<file path="src/rtl/pb_pack.sv">
// Shared types and constants for the program loader.
package pb_pack;

  localparam int unsigned LOAD_DR_WIDTH       = 96;
  localparam int unsigned globalAddress_width = 32;
  localparam int unsigned data_width          = 32;

  localparam logic [1:0] ERR_NONE     = 2'b00;
  localparam logic [1:0] ERR_OVERFLOW = 2'b01;
  localparam logic [1:0] ERR_RANGE    = 2'b10;
  localparam logic [1:0] ERR_VERIFY   = 2'b11;

  typedef enum logic [2:0] {
    StIdle,
    StWrite,
    StRead,
    StRwait,
    StCheck
  } loader_state_t;

endpackage

</file>
<file path="src/rtl/pb_sync_fifo.sv">
// Synchronous FIFO with a show-ahead head entry; pushes while full and pops while empty
// are ignored.
module pb_sync_fifo #(
  parameter int unsigned WIDTH = 96,
  parameter int unsigned DEPTH = 4
) (
  input  logic             clk_i,
  input  logic             rst_i,
  input  logic             push_i,
  input  logic [WIDTH-1:0] wdata_i,
  input  logic             pop_i,
  output logic [WIDTH-1:0] rdata_o,
  output logic             full_o,
  output logic             empty_o
);

  localparam int unsigned PtrW = (DEPTH > 1) ? $clog2(DEPTH) : 1;

  logic [WIDTH-1:0] mem_q [DEPTH];
  logic [PtrW-1:0]  wptr_q, wptr_d, rptr_q, rptr_d;
  logic [PtrW:0]    count_q, count_d;
  logic             push_ok, pop_ok;

  assign full_o  = (count_q == (PtrW+1)'(DEPTH));
  assign empty_o = (count_q == '0);
  assign push_ok = push_i & ~full_o;
  assign pop_ok  = pop_i & ~empty_o;
  assign rdata_o = mem_q[rptr_q];

  // Pointer/count next state; DEPTH is a power of two so pointers wrap naturally.
  always_comb begin
    wptr_d  = wptr_q;
    rptr_d  = rptr_q;
    count_d = count_q;
    if (push_ok) wptr_d = wptr_q + 1'b1;
    if (pop_ok)  rptr_d = rptr_q + 1'b1;
    case ({push_ok, pop_ok})
      2'b10:   count_d = count_q + 1'b1;
      2'b01:   count_d = count_q - 1'b1;
      default: count_d = count_q;
    endcase
  end

  // Pointer and occupancy registers.
  always_ff @(posedge clk_i) begin
    if (rst_i) begin
      wptr_q  <= '0;
      rptr_q  <= '0;
      count_q <= '0;
    end else begin
      wptr_q  <= wptr_d;
      rptr_q  <= rptr_d;
      count_q <= count_d;
    end
  end

  // Storage; contents are don't-care while the slot is unoccupied.
  always_ff @(posedge clk_i) begin
    if (push_ok) mem_q[wptr_q] <= wdata_i;
  end

endmodule

</file>
<file path="src/rtl/pb_prog_loader.sv">
// Queues TAP LOAD_PROGRAM DR updates and writes them to instruction memory, optionally
// reading each word back to verify it. Holds the core halted while loading.
module pb_prog_loader
  import pb_pack::*;
#(
  parameter int unsigned FIFO_DEPTH = 4,
  parameter int unsigned MEM_WORDS  = 1024,
  parameter int unsigned VERIFY     = 1
) (
  input  logic                           clk_i,
  input  logic                           rst_i,
  input  logic                           load_en_i,
  input  logic                           upd_valid_i,
  input  logic [LOAD_DR_WIDTH-1:0]       upd_data_i,
  output logic                           mem_req_o,
  output logic                           mem_we_o,
  output logic [globalAddress_width-1:0] mem_addr_o,
  output logic [data_width-1:0]          mem_wdata_o,
  input  logic                           mem_gnt_i,
  input  logic                           mem_rvalid_i,
  input  logic [data_width-1:0]          mem_rdata_i,
  output logic                           core_halt_o,
  output logic                           busy_o,
  output logic                           done_o,
  output logic                           err_o,
  output logic [1:0]                     err_code_o,
  output logic [15:0]                    wr_count_o
);

  loader_state_t            state_q, state_d;
  logic [data_width-1:0]    rdata_q, rdata_d;
  logic                     err_q, err_d;
  logic [1:0]               err_code_q, err_code_d;
  logic [15:0]              wr_count_q, wr_count_d;
  logic                     load_en_q;
  logic                     halt_q, halt_d;
  logic                     done_q, done_d;

  logic                     push_req, pop;
  logic                     fifo_full, fifo_empty;
  logic [LOAD_DR_WIDTH-1:0] head;
  logic [63:0]              head_addr;
  logic [data_width-1:0]    head_data;
  logic                     addr_oor;
  logic                     wr_inc, rng_err, chk_err, ovf_err, load_rise;

  assign push_req  = upd_valid_i & load_en_i;
  assign head_addr = head[63:0];
  assign head_data = head[95:64];
  assign addr_oor  = (head_addr >= 64'(MEM_WORDS));
  assign ovf_err   = push_req & fifo_full;
  assign load_rise = load_en_i & ~load_en_q;

  pb_sync_fifo #(
    .WIDTH (LOAD_DR_WIDTH),
    .DEPTH (FIFO_DEPTH)
  ) u_fifo (
    .clk_i   (clk_i),
    .rst_i   (rst_i),
    .push_i  (push_req),
    .wdata_i (upd_data_i),
    .pop_i   (pop),
    .rdata_o (head),
    .full_o  (fifo_full),
    .empty_o (fifo_empty)
  );

  // Request fields come straight from the held head entry, so they are stable until gnt.
  assign mem_addr_o  = head_addr[globalAddress_width-1:0];
  assign mem_wdata_o = head_data;

  // FSM next state and memory request; the head is popped only once its entry completes.
  always_comb begin
    state_d   = state_q;
    rdata_d   = rdata_q;
    mem_req_o = 1'b0;
    mem_we_o  = 1'b0;
    pop       = 1'b0;
    wr_inc    = 1'b0;
    rng_err   = 1'b0;
    chk_err   = 1'b0;
    case (state_q)
      StIdle: begin
        if (!fifo_empty) begin
          if (addr_oor) begin
            pop     = 1'b1;
            rng_err = 1'b1;
          end else begin
            state_d = StWrite;
          end
        end
      end
      StWrite: begin
        mem_req_o = 1'b1;
        mem_we_o  = 1'b1;
        if (mem_gnt_i) begin
          wr_inc = 1'b1;
          if (VERIFY != 0) begin
            state_d = StRead;
          end else begin
            pop     = 1'b1;
            state_d = StIdle;
          end
        end
      end
      StRead: begin
        mem_req_o = 1'b1;
        if (mem_gnt_i) state_d = StRwait;
      end
      // Read data is expected no earlier than the cycle after the read grant.
      StRwait: begin
        if (mem_rvalid_i) begin
          rdata_d = mem_rdata_i;
          state_d = StCheck;
        end
      end
      StCheck: begin
        pop     = 1'b1;
        chk_err = (rdata_q != head_data);
        state_d = StIdle;
      end
      default: state_d = StIdle;
    endcase
  end

  // Sticky first-error capture, write counter and halt/done generation.
  always_comb begin
    err_d      = err_q;
    err_code_d = err_code_q;
    wr_count_d = wr_count_q;
    if (load_rise) begin
      err_d      = 1'b0;
      err_code_d = ERR_NONE;
      wr_count_d = '0;
    end
    if (!err_d) begin
      if (ovf_err) begin
        err_d      = 1'b1;
        err_code_d = ERR_OVERFLOW;
      end else if (rng_err) begin
        err_d      = 1'b1;
        err_code_d = ERR_RANGE;
      end else if (chk_err) begin
        err_d      = 1'b1;
        err_code_d = ERR_VERIFY;
      end
    end
    if (wr_inc && (wr_count_d != 16'hFFFF)) wr_count_d = wr_count_d + 16'd1;
    halt_d = load_en_i | busy_o;
    done_d = halt_q & ~halt_d;
  end

  assign busy_o = ~fifo_empty | (state_q != StIdle);

  // State registers; reset abandons any in-flight transaction.
  always_ff @(posedge clk_i) begin
    if (rst_i) begin
      state_q    <= StIdle;
      rdata_q    <= '0;
      err_q      <= 1'b0;
      err_code_q <= ERR_NONE;
      wr_count_q <= '0;
      load_en_q  <= 1'b0;
      halt_q     <= 1'b1;
      done_q     <= 1'b0;
    end else begin
      state_q    <= state_d;
      rdata_q    <= rdata_d;
      err_q      <= err_d;
      err_code_q <= err_code_d;
      wr_count_q <= wr_count_d;
      load_en_q  <= load_en_i;
      halt_q     <= halt_d;
      done_q     <= done_d;
    end
  end

  assign core_halt_o = halt_q;
  assign done_o      = done_q;
  assign err_o       = err_q;
  assign err_code_o  = err_code_q;
  assign wr_count_o  = wr_count_q;

endmodule

</file>
<file path="config.mk">
export PLATFORM = sky130hd
export DESIGN_NAME = pb_prog_loader
export DESIGN_NICKNAME = d
export VERILOG_FILES = /design/src/rtl/pb_pack.sv /design/src/rtl/pb_sync_fifo.sv /design/src/rtl/pb_prog_loader.sv
export SDC_FILE = /design/constraint.sdc
export NUM_CORES = 1
export LEC_CHECK = 0
export ABC_AREA = 0
export ABC_CLOCK_PERIOD_IN_PS = 10800
export CORE_MARGIN = 5
export CORE_UTILIZATION = 40
export DETAILED_ROUTE_END_ITERATION = 7
export PLACE_DENSITY = 0.63
export SLEW_MARGIN = 20
export SYNTH_ARGS = -nofsm -noshare
export SYNTH_HDL_FRONTEND = slang
export SYNTH_SLANG_ARGS = --single-unit
</file>
<file path="constraint.sdc">
create_clock -name clk_i -period 10.8 [get_ports clk_i]
set_input_delay 1.08 -clock clk_i [delete_from_list [all_inputs] [get_ports clk_i]]
set_output_delay 1.08 -clock clk_i [all_outputs]
set_load 0.03 [all_outputs]
</file>
; Word level (Yosys, flattened, before mapping)
; Memories as Yosys holds them, arrays and structs flattened. A register that Yosys moved wholly into a read port is not among the register bits.
; Cells that the tools add are included.
; Widths: inputs -> output; s select.
[word_totals]
register_bits = 64
ram_bits = 384
inputBits = 134
output_inout_bits = 88
word_cells = 84
memories = 1
[memory_table]
columns = memory, words, word_bits, rd, rd_clocked_by_memory_dff, write_ports, line
row1 = u_fifo.mem_q, 4, 96, 1, 1, 1, pb_sync_fifo.sv:19  ; logic [WIDTH-1:0] mem_q [DEPTH];
[op_classes]
add_sub_neg = 5
magnitude_cmp = 1
eq_ne = 14
mux = 32
n_bitwise = 12
reduce_logical = 8
[op_table]
columns = operator, n
row1 = $ge 64x11->1 const B, 1
row2 = $mux 16, 2
row3 = $ne 32x32->1, 1
row4 = $add 16x1->16 const B, 1
row5 = $ne 16x16->1 const B, 1
row6 = $mux 1, 15
row7 = $mux 3, 5
row8 = $mux 2, 7
row9 = $pmux 3 s4, 1
row10 = $ne 2x2->1 const B, 5
row11 = $and 1x1->1, 6
row12 = $eq 3x2->1 const B, 2
row13 = $eq 3x3->1 const B, 2
row14 = $logic_not 3->1, 2
row15 = $pmux 3 s2, 1
row16 = $reduce_and 5->1, 1
row17 = $add 2x1->2 const B, 2
row18 = $not 1->1, 4
row19 = $add 3x1->3 const B, 1
row20 = $eq 3x1->1 const B, 1
row21 = $reduce_bool 3->1, 1
row22 = $sub 3x1->3 const B, 1
row23 = $eq 2x1->1 const B, 1
row24 = $eq 2x2->1 const B, 1
row25 = 6 further kinds, 7

; Longest topological paths before layout
[logic_depth]
ltp_word = 7
mapped_depth = 16
mapped_depth_nobuf = 12

; Hierarchy
; A second synthesis with hierarchy kept.
[unflattened]
cells_unflattened = 911
hier_area_um2 = 17246.5
[by_module_without_submodules]
columns = mod, n_inst, cells_per_inst, area_each_um2, seq_area_each_um2
row1 = pb_sync_fifo, 1, 556, 14328.7, 11711.2
row2 = pb_prog_loader, 1, 355, 2917.8, 1141.1

; Worst setup path after synthesis
; No wires, ideal clock.
[synth_timing]
kind = input -> register
from = input load_en_i
to = memory u_fifo.mem_q[0][0] (enable)
setup_time_ns = 0.466
arrival_time_ns = 3.779
t_required_ns = 10.334
setup_slack_ns = 6.556
path_stages = 3
path_buffers = 0
cell_sequence = nand2_1 a21oi_1 and2_1
[synth_via]
elab_chain_cells = 4
[synth_lines]
columns = element, line
row1 = "start, declared", pb_prog_loader.sv:12  ; input logic load_en_i,
row2 = $and 1x1->1, pb_prog_loader.sv:47  ; assign push_req = upd_valid_i & load_en_i;
row3 = $and 1x1->1, pb_sync_fifo.sv:26  ; assign push_ok = push_i & ~full_o;
row4 = $mux 1, pb_sync_fifo.sv:59  ; if (push_ok) mem_q[wptr_q] <= wdata_i;
row5 = $mux 1 (not written as such), pb_sync_fifo.sv:59
row6 = "end, declared", pb_sync_fifo.sv:19
; Every way passes these cells.

==> out/metrics.csv <==
metric,value,unit
fp.coreArea,0.0409,sq mm
die_w,213,um
drtIter0Drc,548,
cts_resized,0,
fin_setup_tns,0,ps
power_density,222,mW/mm^2
grt_overflow,0,
avgSynthCellArea,18.5,sq um
ant_nets,0,
vias_per_cell,5.07,
ios,222,
grt_max_degree,59,
start_util,40.4,%
htreeDepth,2,
yosysTopAreaCellShare,69.7,%
dieArea,0.0456,sq mm
leakage,6.54,nW
grt_pass1_vias,9049,
dp_hpwl,23.5,mm
synth_edf_count,384,
fmax,0.209,GHz
cp.required,11280,ps
hold_class,register to register,
cts_tree,built,
io_buffer_count,221,
fin_area,0.0208,sq mm
ys.flop_type,edfxtp_1,
outcome,finished clean,
p_total,0.00461,W
holdWs,429,ps
skew,12.2,ps
grt_setup_unrepaired,no,
synthCells,897,
cts_root_buf,clkbuf_16,
netlist_area,0.0166,sq mm
startpoint_type,register,
synth.distinct_cells,46,
post-route-util,50.9,%
finalNetCount,1285,
die_y,213,um
setup.worst_path.class,register to register,
worst_pin_slew,958,ps
dr.pass1.iters,5,
cts.path.max_buffers,3,
layout_min_cycle_time,4790,ps
detail_route.wl_per_cell,21.1,um
slew_headroom,36.1,%
cts_hold_buf,0,
layout-drive-gt1-share,11.7,%
routabilityCongestion,0.770,
async_flop_share,0,%
cap_violations,0,
critPathMaxFanout,45,
fillers,3407,
vdd_drop_max,114,uV
antenna_found_initial,3,
period_share,44.4,%
area_growth,25.8,%
grt_usage,15.8,%
synth_nets,1038,
clkTransAtPathRegs,60,ps
postPlaceCellArea,0.0193,sq mm
grt_pass1_wl,54.5,mm
clock_latency,560,ps
finalHoldViolCount,0,
cts_setup_buffers,0,
final_common_cell,edfxtp_1,
mostFrequentLayoutCells,"edfxtp_1 (384), clkdlybuf4s50_1 (220), nand2_1 (87)",
totalWireLength,36.1,mm
endpoint_kind,register,
finalSetupViolations,0,
ys_ff_latch,450,
vias,8687,
yosys_warnings,0,
crit_arrival,5280,ps
synthTopCellsByArea,"edfxtp_1 (70%), dfxtp_1 (8.0%), mux4_2 (7.6%), nand2_1 (2.0%), xnor2_1 (2.0%)",
yosys.area.top_type,edfxtp_1,
cts_buffers,47,
slew_violations,0,
cts.sinks,450,
synth_seq_area_share,77.6,%
drc,0,
rows,74,
==> cell families (layout without fill, tap and decap cells) <==
| kind of cell | after synthesis | after routing | share of synthesized area, % |
|---|---|---|---|
| AO/OA/AOI/OAI | 57 | 57 | 1.96 |
| XOR/XNOR | 51 | 51 | 2.70 |
| adder cells (fa/ha/maj) | 7 | 7 | 0.574 |
| buffers and inverters | 45 | 326 | 1.47 |
| flip-flops | 450 | 450 | 77.6 |
| multiplexers | 67 | 67 | 9.09 |
| other | 0 | 2 | 0 |
| AND/OR/NAND/NOR | 220 | 220 | 6.57 |
==> registers in the layout (all words and copies together), names as in the netlist, named ones only <==
| name | cells |
|---|---|
| state_q | 3 |
| rdata_q | 32 |
| u_fifo.wptr_q | 2 |
| done_o | 1 |
| u_fifo.count_q | 3 |
| wr_count_o | 16 |
| load_en_q | 1 |
| u_fifo.mem_q | 384 |
| u_fifo.rptr_q | 2 |
| err_o | 1 |
| err_code_o | 2 |
| core_halt_o | 1 |
==> area by class of cell <==
type                            count  area, sq um  area share [%]
Sequential cell                   450        12900            61.8
Multi-Input combinational cell    402         3470            16.7
Tap cell                          532          666            3.20
Inverter                           13         48.8           0.234
Clock inverter                     22          226            1.09
Clock buffer                       61         1270            6.11
Antenna cell                        2         5.00          0.0240
Timing Repair Buffer              230         2270            10.9
==> metrics by stage <==
step	cells	setup slack (ps)
finish	1712	6010
global route	1712	5610
CTS	1710	5910
detailed placement	1627	5940
global placement	1627	5920
floorplan	897	6560
==> per-layer routing <==
layer | vias to the layer above | share of wire [%] | wire length (um) | GRT usage, %
li1 | 4028 | - | - | -
met1 | 4395 | 43 | 15400 | 21.4
met2 | 224 | 49 | 17800 | 25.4
met3 | 40 | 6.5 | 2360 | 4.04
met4 | 0 | 1.7 | 619 | 4.93
met5 | - | 0 | 0 | 0
==> path summary, 6_finish.rpt <==
check                                             from                        endpoint  slack, ps  depth (start not counted)
worst max register to register                register  u_fifo.count_q[2]$_SDFFE_PP0P_       6010                         13
worst max-delay path                          register  u_fifo.count_q[2]$_SDFFE_PP0P_       6010                         13
worst min register to register  core_halt_o$_SDFF_PP1_               done_o$_SDFF_PP0_        430                          2
worst min-delay path            core_halt_o$_SDFF_PP1_               done_o$_SDFF_PP0_        430                          2
==> Yosys cell counts, types with 2 or more instances <==
cell and instances:
mux2_2 2, buf_6 5, nand4_1 17, a211oi_1 2, and2_1 5, nor3_1 10
a21oi_1 40, buf_1 2, nor4_1 34, or3_1 3, ha_1 6, o21ai_0 5
nand2b_1 4, xor2_1 14, mux4_1 8, clkbuf_1 17, dfxtp_1 66, and3_1 5
nand3_1 9, mux4_2 56, inv_1 13, o31ai_1 2, a211o_1 2, or4_1 6
xnor2_1 37, nor2_1 31, buf_4 5, nor4b_1 2, edfxtp_1 384, nor2b_1 2
buf_2 2, nand2_1 87
==> power breakdown <==
group | internal [W] | leakage [nW] | total (W) | switching [W]
logic | 0.000463 | 1.80 | 0.00103 | 0.000567
clock network | 0.000943 | 0.723 | 0.00157 | 0.000623
registers | 0.00196 | 4.02 | 0.00202 | 0.0000559
total | 0.00337 | 6.54 | 0.00461 | 0.00125
==> worst max-delay path, stage by stage, from the launching register on <==
cell      delay (ps)
dfxtp_4          670
buf_4            830
mux4_1           680
nor4_1           450
nand4_1          210
or4_4            460
a211oi_2         210
a21boi_1         150
ha_1             250
inv_1             70
fa_1             180
xor2_1            70
or3_1            300
a21oi_1          140
No activity file was read; power rests on OpenSTA's default activity.
